===== src/rtl/micro_sequencer_pkg.sv =====
// Shared types and constants for the microcode sequencer.
// Microword field positions, branch conditions and FSM states.
package micro_sequencer_pkg;

  localparam int ADDR_W = 11;
  localparam int MW_W   = 41;

  localparam int JADDR_LSB = 0;
  localparam int JADDR_MSB = 10;
  localparam int COND_LSB  = 11;
  localparam int COND_MSB  = 13;
  localparam int ALU_LSB   = 14;
  localparam int ALU_MSB   = 17;
  localparam int WR_BIT    = 18;
  localparam int RD_BIT    = 19;

  typedef enum logic [2:0] {
    COND_NEXT = 3'b000,
    COND_JN   = 3'b001,
    COND_JZ   = 3'b010,
    COND_JV   = 3'b011,
    COND_JC   = 3'b100,
    COND_JI   = 3'b101,
    COND_JMP  = 3'b110,
    COND_DEC  = 3'b111
  } cond_e;

  typedef enum logic {
    ST_RUN  = 1'b0,
    ST_WAIT = 1'b1
  } state_e;

endpackage


===== src/rtl/micro_decode_addr.sv =====
// Maps an instruction register to its microcode dispatch address.
// Purely combinational; upper bit always set to select the decode region.
module micro_decode_addr (
  input  logic [31:0] IR_IN,
  output logic [10:0] ADDR_OUT
);

  always_comb begin
    ADDR_OUT = '0;
    unique case (IR_IN[31:30])
      2'b00:   ADDR_OUT = {1'b1, 2'b00, IR_IN[24:22], 5'b00000};
      2'b01:   ADDR_OUT = {1'b1, 2'b01, 8'h00};
      default: ADDR_OUT = {1'b1, IR_IN[31:30], IR_IN[24:19], 2'b00};
    endcase
  end

endmodule


===== src/rtl/micro_sequencer.sv =====
// Control-store address sequencer with memory-wait stall
// and instruction decode dispatch.
module micro_sequencer
  import micro_sequencer_pkg::*;
#(
  parameter int ADDR_W = micro_sequencer_pkg::ADDR_W,
  parameter int MW_W   = micro_sequencer_pkg::MW_W
) (
  input  logic              CLOCK_50,
  input  logic              RESET_InHigh,
  input  logic [MW_W-1:0]   MW_IN,
  input  logic [31:0]       IR_IN,
  input  logic [3:0]        FLAGS_IN,
  input  logic              MEM_READY,
  output logic [ADDR_W-1:0] CSAI_OUT,
  output logic              STALL_OUT,
  output logic              DECODE_OUT
);

  state_e              state_q, state_d;
  logic [ADDR_W-1:0]   csai_q, csai_d;
  logic                decode_q, decode_d;
  logic [ADDR_W-1:0]   seq_addr, next_addr;
  logic [10:0]         jaddr;
  logic [10:0]         dec_addr;
  logic [2:0]          cond;
  logic                mem_acc;
  logic                take;
  logic                stall;

  assign jaddr   = MW_IN[JADDR_MSB:JADDR_LSB];
  assign cond    = MW_IN[COND_MSB:COND_LSB];
  assign mem_acc = MW_IN[RD_BIT] | MW_IN[WR_BIT];

  micro_decode_addr u_dec (
    .IR_IN    (IR_IN),
    .ADDR_OUT (dec_addr)
  );

  // Flags and IR are taken live, so a branch held in WAIT
  // sees the values present on the cycle it finally advances.
  always_comb begin
    take = 1'b0;
    unique case (cond)
      COND_JN:  take = FLAGS_IN[3];
      COND_JZ:  take = FLAGS_IN[2];
      COND_JV:  take = FLAGS_IN[1];
      COND_JC:  take = FLAGS_IN[0];
      COND_JI:  take = IR_IN[13];
      COND_JMP: take = 1'b1;
      default:  take = 1'b0;
    endcase
  end

  always_comb begin
    seq_addr  = csai_q + ADDR_W'(1);
    next_addr = take ? ADDR_W'(jaddr) : seq_addr;
    if (cond == COND_DEC) next_addr = ADDR_W'(dec_addr);
  end

  always_ff @(posedge CLOCK_50) begin
    if (RESET_InHigh) begin
      state_q  <= ST_RUN;
      csai_q   <= '0;
      decode_q <= 1'b0;
    end else begin
      state_q  <= state_d;
      csai_q   <= csai_d;
      decode_q <= decode_d;
    end
  end

  always_comb begin
    state_d = state_q;
    unique case (state_q)
      ST_RUN:  if (mem_acc && !MEM_READY) state_d = ST_WAIT;
      ST_WAIT: if (MEM_READY) state_d = ST_RUN;
      default: state_d = ST_RUN;
    endcase
  end

  always_comb begin
    stall    = ((state_q == ST_WAIT) || mem_acc) && !MEM_READY;
    csai_d   = stall ? csai_q : next_addr;
    decode_d = !stall && (cond == COND_DEC);
  end

  assign CSAI_OUT   = csai_q;
  assign STALL_OUT  = stall;
  assign DECODE_OUT = decode_q;

endmodule


===== config.mk =====
export PLATFORM = sky130hd
export DESIGN_NAME = micro_sequencer
export DESIGN_NICKNAME = d
export VERILOG_FILES = /design/src/rtl/micro_sequencer_pkg.sv /design/src/rtl/micro_decode_addr.sv /design/src/rtl/micro_sequencer.sv
export SDC_FILE = /design/constraint.sdc
export NUM_CORES = 1
export LEC_CHECK = 0
export CORE_ASPECT_RATIO = 1.1
export CORE_MARGIN = 5
export CORE_UTILIZATION = 28
export DETAILED_ROUTE_END_ITERATION = 12
export PLACE_DENSITY = 0.79
export REMOVE_ABC_BUFFERS = 1
export SETUP_SLACK_MARGIN = 0.02
export SYNTH_ARGS = -nofsm -noshare
export SYNTH_HDL_FRONTEND = slang
export SYNTH_SLANG_ARGS = --single-unit

===== constraint.sdc =====
create_clock -name CLOCK_50 -period 1.68 [get_ports CLOCK_50]
set_input_delay 0.252 -clock CLOCK_50 [delete_from_list [all_inputs] [get_ports CLOCK_50]]
set_output_delay 0.252 -clock CLOCK_50 [all_outputs]
set_load 0.05 [all_outputs]

==> key figures, run 1 <==
Timing
  – RSZ-0062 raised after global routing: no
  – Period utilization: 95.9%
  – Worst Tran Pin Value: 0.248 ns
  – Hold Fails Final Rpt: 0
  – Clock Skew: 0.00921 ns
  – Slew margin rel.: 83.0%
  – Tmin final: 1.61 ns
  – Slew Viols, Final: 0
  – Final setup fails: 0
  – Achievable Freq: 621 MHz

Worst setup path
  – Setup Crit Path Kind: in -> out
  – Arr. time, crit path: 1.36 ns
  – Worst Setup End Kind: primary output
  – Max FO, Critical Path: 6
  – Critical Path Start Type: input port
  – WP data required: 1.43 ns

Floorplan
  – Core area: 3050 sq um
  – FP Rows: 21
  – Die Y: 69.2 um
  – Initial Util: 29.3%
  – I/O pins: 93
  – Width of the chip: 63.8 um
  – Die area: 4420 sq um

Global routing
  – Initial antenna violation count: 0
  – First-pass GRT wire length: 5.20 mm
  – Gr ovfl total: 0
  – GRT Overall Usage: 14.4%
  – Vias in the first global route: 1107
  – Pin count of the biggest net entering global routing: 14

Routing
  – Final ANT Viol Nets: 0
  – Final wirelength: 3.00 mm
  – Iteration-0 DRC Markers: 54
  – DRC: 0
  – Post-detailed-route wirelength per cell: 14.9 um
  – DR vias/cell: 5.24
  – DR pass1 iterations: 4
  – Via count: 1054

Final layout
  – Layout fillers: 283
  – NumNets Final: 249
  – Antenna Cells: 0
  – Fraction of layout cells with a size suffix above 1: 31.7%
  – Area added between synthesis and finish: 74.9%
  – Cell Count, Final, Fillers Out: 201

Clocking
  – Num CTS Buffers: 3
  – Max H-tree Level: 1
  – Clk root buf: clkbuf_4
  – Cts-stage hold buffer count: 0
  – CTS clk-pin slew, worst paths: 0.09 ns
  – Bufs on Longest Clock Path: 2
  – Clock tree sinks: 13
  – CTS tree: done
  – Worst skew pair latency: 0.28 ns

Synth
  – Synth area leader: dfxtp_1
  – Top-count cell post-synth: dfxtp_1
  – Commonest cells in the netlist: 13 x dfxtp_1, 9 x mux2i_1, 7 x nor3_1
  – Syn Area/Cell: 8.83 sq um
  – Ys flop type: dfxtp_1
  – Seq/Total Area, Yosys: 29.2%
  – Synth top area cells: dfxtp_1 29%, mux2i_1 10%, xnor2_1 5.9%, a22oi_1 5.0%, nor3_1 3.9%
  – Yosys top cell area share: 29.2%
  – Post-synthesis instance area: 892 sq um
  – Post-synth EDFFs: 0
  – Ys async rst share: 0%
  – Cell variety after synth: 42
  – Ys Warns: 0
  – Synth Instances: 101
  – Synth Register Bits: 13

Pwr
  – Leakage power: 0.651 nW
  – PwrDens: 649 nW/um^2
  – Total power draw: 1.01 mW
  – Peak supply drop: 0.000311 V

Run
  – MaxCap Viol Count: 0

Place
  – Hpwl dp: 2.48 mm
  – Routability cong.: 0.828
  – Placed cells: 196
  – I/O Buffers: 44

Outcome
  – Outcome: finished, final reports clean

Worst hold path
  – Hold Crit Class: in -> reg
## worst max-delay path, cell delays in order
cell             delay [ns]
clkdlybuf4s50_1        0.47
nor3_2                 0.05
or2_4                  0.26
inv_4                  0.07
buf_4                  0.13
buf_12                 0.13
## cells by family (layout without fill, tap and decap cells)
logic type,count (synthesis),after routing,share of synthesized area (%)
and+or+nand+nor,37,37,24.1
xor gates and xnor gates,8,8,7.85
muxes,9,9,10.1
buffers and inverters,7,73,5.05
AOI/OAI and AO/OA,26,26,22.3
DFF,13,13,29.2
adders and majority gates,1,1,1.40
## state kept, by name, indices dropped and copies added (netlist names)
signal,flops
CSAI_OUT,11
state_q,1
DECODE_OUT,1
## placed cells by master, fill, tap and decap left out, types with 3 or more instances in the layout
cell type        instances
nand3_1                  3
o22ai_1                  5
clkdlybuf4s50_1         29
clkbuf_4                 3
dfxtp_1                 10
nor3_1                   5
buf_4                   34
nand2_1                  5
mux2i_1                  9
dfxtp_2                  3
a22oi_1                  6
nand4_1                  3
nor2_1                   5
xnor2_1                  6
a21oi_1                  3
## what timing repair did
| item | 4_1_cts | 5_1_grt |
|---|---|---|
| gates resized for setup | 1 | 9 |
| pin swaps | 0 | 5 |
| gates cloned | 0 | 0 |
| endpoints found under the setup margin | 1 | 6 |
| setup buffers | 0 | 1 |
## power breakdown
| part | internal [mW] | switching [mW] | total, mW |
|---|---|---|---|
| logic | 0.219 | 0.228 | 0.447 |
| clock network | 0.0922 | 0.109 | 0.202 |
| registers | 0.337 | 0.0274 | 0.364 |
| total | 0.648 | 0.365 | 1.01 |
## layer usage
| layer | share of wire [%] | wire (um) | vias to the layer above | GRT usage, % |
|---|---|---|---|---|
| li1 | - | - | 521 | - |
| met1 | 40 | 1210 | 474 | 18.4 |
| met2 | 47 | 1420 | 55 | 22.2 |
| met3 | 11 | 328 | 4 | 4.70 |
| met4 | 1.5 | 45 | 0 | 5.31 |
| met5 | 0 | 0 | - | 0 |
## metrics by stage
stage               hold WS [ns]  util [%]  cell area [sq um]  TNS [ns]  worst slack [ns]
floorplan                  0.321         -                857    -0.583            -0.239
global placement           0.554      49.1               1500     -1.29            -0.158
detailed placement         0.567      49.1               1500     -1.79            -0.214
CTS                        0.565      50.2               1530         0            0.0303
global route               0.441      51.2               1560         0            0.0179
finish                     0.409      51.2               1560         0            0.0695
## path summary, 6_finish.rpt
| check | cells past startpoint | slack (ns) | start | to |
|---|---|---|---|---|
| setup / recovery | 6 | 0.07 | MW_IN[18] | STALL_OUT |
| hold / removal | 3 | 0.41 | MW_IN[12] | DECODE_OUT |
| setup reg to reg | 7 | 0.14 | CSAI_OUT[1] | CSAI_OUT[8] |
| hold reg to reg | 2 | 0.56 | CSAI_OUT[0] | CSAI_OUT[0] |
## layout make-up
type,count,area [sq um],share of cell area [%]
Tap cell,34,42.5,2.73
Multi-Input combinational cell,81,607,38.9
Clock buffer,4,26.3,1.68
Inverter,2,10.0,0.642
Sequential cell,13,264,16.9
Timing Repair Buffer,67,611,39.1
Power figures use the tool's default switching activity.
==> run 2, diff against run 1 <==
--- a/config.mk
+++ b/config.mk
@@ -5,13 +5,14 @@
 export SDC_FILE = /design/constraint.sdc
 export NUM_CORES = 1
 export LEC_CHECK = 0
-export CORE_ASPECT_RATIO = 1.1
+export CORE_ASPECT_RATIO = 0.75
 export CORE_MARGIN = 5
-export CORE_UTILIZATION = 28
+export CORE_UTILIZATION = 30
 export DETAILED_ROUTE_END_ITERATION = 12
-export PLACE_DENSITY = 0.79
+export PLACE_DENSITY = 0.8
 export REMOVE_ABC_BUFFERS = 1
 export SETUP_SLACK_MARGIN = 0.02
 export SYNTH_ARGS = -nofsm -noshare
 export SYNTH_HDL_FRONTEND = slang
+export SYNTH_HIERARCHICAL = 1
 export SYNTH_SLANG_ARGS = --single-unit
==> run 2 against run 1 <==
Effect of this change:
- via count increased by 11%
- largest power group unchanged
- sequential power barely moved
- non-clock buffer count grew 1
- maximum frequency up 0.28%
- sequential cell count is the same
- sequential share of layout area fell by 1.4 points
==> key figures, run 2 <==
Synth
  – Synth Register Bits: 13 (unchanged)
  – Top-count cell post-synth: dfxtp_1
  – Commonest cells in the netlist: 13 x dfxtp_1, 12 x o21ai_0, 9 x nand2_1
  – Synth Instances: 124 (+23%)
  – Post-synthesis instance area: 978 sq um (+9.7%)
  – Yosys top cell area share: 26.6% (-2.6 points)
  – Ys Warns: 6 (+6)
  – Cell variety after synth: 40 (-4.8%)
  – Ys async rst share: 0% (unchanged)
  – Ys flop type: dfxtp_1
  – Syn Area/Cell: 7.89 sq um (-11%)
  – Post-synth EDFFs: 0 (unchanged)
  – Seq/Total Area, Yosys: 26.6% (-2.6 points)
  – Synth area leader: dfxtp_1
  – Synth top area cells: dfxtp_1 27%, o21ai_0 6.1%, mux2i_1 5.1%, and2_1 3.8%, a221oi_1 3.6%

Global routing
  – GRT Overall Usage: 15.3% (+0.85 points)
  – Initial antenna violation count: 0 (unchanged)
  – Pin count of the biggest net entering global routing: 13 (-1)
  – Gr ovfl total: 0 (unchanged)
  – Vias in the first global route: 1153 (+4.2%)
  – First-pass GRT wire length: 5.51 mm (+6.0%)

Worst hold path
  – Hold Crit Class: reg -> reg

Timing
  – Setup TNS: 0 ns (unchanged)
  – Hold Fails Final Rpt: 0 (unchanged)
  – Clock Skew: 0.000843 ns (-0.00837 ns)
  – Achievable Freq: 623 MHz (+0.28%)
  – Slew Viols, Final: 0 (unchanged)
  – Period utilization: 95.6% (-0.27 points)
  – Tmin final: 1.61 ns (-0.00448 ns)
  – Final setup fails: 0 (unchanged)
  – RSZ-0062 raised after global routing: no

Final layout
  – Cell Count, Final, Fillers Out: 228 (+13%)
  – Max reg flops: 11 (unchanged)
  – Layout fillers: 315 (+11%)
  – Area added between synthesis and finish: 71.6%
  – Most frequent cells in the layout: 36 x buf_4, 27 x clkdlybuf4s50_1, 13 x dfxtp_1
  – Post-route cell area: 1680 sq um (+7.6%)
  – Commonest non-fill, non-tap cell in the layout: buf_4
  – Antenna Cells: 0 (unchanged)
  – NumNets Final: 270 (+8.4%)
  – Fraction of layout cells with a size suffix above 1: 30.9% (-0.89 points)

Floorplan
  – Core area: 3220 sq um (+5.7%)
  – Die Y: 59.5 um (-14%)
  – Die area: 4520 sq um (+2.2%)
  – Initial Util: 30.4% (+1.1 points)
  – I/O pins: 93 (unchanged)
  – Width of the chip: 75.9 um (+19%)
  – FP Rows: 18 (-14%)

Clocking
  – Worst skew pair latency: 0.25 ns (-0.03 ns)
  – Clk root buf: clkbuf_8
  – Clock tree sinks: 13 (unchanged)
  – Num CTS Buffers: 3 (unchanged)
  – Bufs on Longest Clock Path: 2 (unchanged)
  – Max H-tree Level: 1 (unchanged)
  – CTS tree: done
  – CTS clk-pin slew, worst paths: 0.06 ns (-0.03 ns)

Pwr
  – Leakage power: 0.721 nW (+11%)
  – PwrDens: 687 nW/um^2 (+5.8%)
  – Peak supply drop: 0.000419 V (+35%)
  – Total power draw: 1.15 mW (+14%)

Worst setup path
  – Max FO, Critical Path: 3 (-3)
  – Critical Path Start Type: input port
  – Flop2flop setup slack: 0.10 ns (-0.04 ns)
  – Worst Setup End Kind: primary output
  – WP data required: 1.43 ns (about the same)
  – Setup Crit Path Kind: in -> out
  – Arr. time, crit path: 1.35 ns (about the same)

Routing
  – DR pass1 iterations: 4 (unchanged)
  – Via count: 1169 (+11%)
  – Final wirelength: 3.51 mm (+17%)
  – Post-detailed-route wirelength per cell: 15.4 um (+3.0%)
  – DRC: 0 (unchanged)
  – DR vias/cell: 5.13 (-2.2%)
  – Final ANT Viol Nets: 0 (unchanged)
  – Iteration-0 DRC Markers: 106 (+96%)

Place
  – Routability cong.: 0.858 (+3.6%)
  – I/O Buffers: 44 (unchanged)
  – Hpwl dp: 2.58 mm (+4.1%)
  – Placed cells: 222 (+13%)
  – Placed instance area: 1570 sq um (+4.5%)

Run
  – MaxCap Viol Count: 0 (unchanged)

Outcome
  – Outcome: finished, final reports clean
-- run 2: worst paths after layout --
| kind | from | to | cells after the start |
|---|---|---|---|
| setup / recovery | MW_IN[18] | STALL_OUT | 6 |
| hold / removal | CSAI_OUT[2] | CSAI_OUT[2] | 2 |
| setup reg to reg | CSAI_OUT[0] | CSAI_OUT[8] | 5 |
| hold reg to reg | CSAI_OUT[2] | CSAI_OUT[2] | 2 |
-- run 2: layer usage --
layer  up-vias  global-route usage [%]  wire length (um)
li1        574                       -                 -
met1       551                    20.4              1540
met2        44                    24.6              1700
met3         0                    5.32               267
met4         0                    1.52                 0
met5         -                       0                 0
-- run 2: logic make-up after synthesis --
group                      after synthesis  synth area share (%)
other                                    2                 0.768
AOI/OAI and AO/OA                       35                  23.4
xor gates and xnor gates                 7                  6.27
and+or+nand+nor                         47                  27.8
adders and majority gates                1                  1.28
muxes                                    6                  6.65
DFF                                     13                  26.6
buffers and inverters                   13                  7.29
-- run 2: power breakdown --
group          switching, mW  internal (mW)
Combinational          0.258          0.234
Clock                  0.127          0.168
Sequential            0.0291          0.337
-- run 2: final cells by class --
type / instances / area [sq um] / share of cell area, %
Timing Repair Buffer: 68 / 603 / 35.9
Tap cell: 40 / 50.0 / 2.98
Sequential cell: 13 / 260 / 15.5
Multi-Input combinational cell: 100 / 709 / 42.3
Clock buffer: 4 / 45.0 / 2.68
Inverter: 3 / 11.3 / 0.671
-- run 2: worst max-delay path: stages --
cell and delay, ns:
clkdlybuf4s50_1 0.42, nor3_2 0.22, or2_4 0.16, inv_2 0.04, buf_4 0.13, buf_12 0.14
-- run 2: through the flow --
step                utilization, %  hold slack, ns  setup WS, ns
finish                        52.1           0.575        0.0740
global route                  52.1           0.603        0.0111
global placement              48.6           0.541        -0.332
detailed placement            48.6           0.554        -0.384
CTS                           50.3           0.563        0.0154
floorplan                        -           0.321        -0.299
-- run 2: repair_timing --
item,CTS,global route
endpoints found under the setup margin,12,11
gates resized for setup,3,12
gates cloned,1,0
buffers inserted,1,0
hold buffers,0,0
pin swaps,1,3
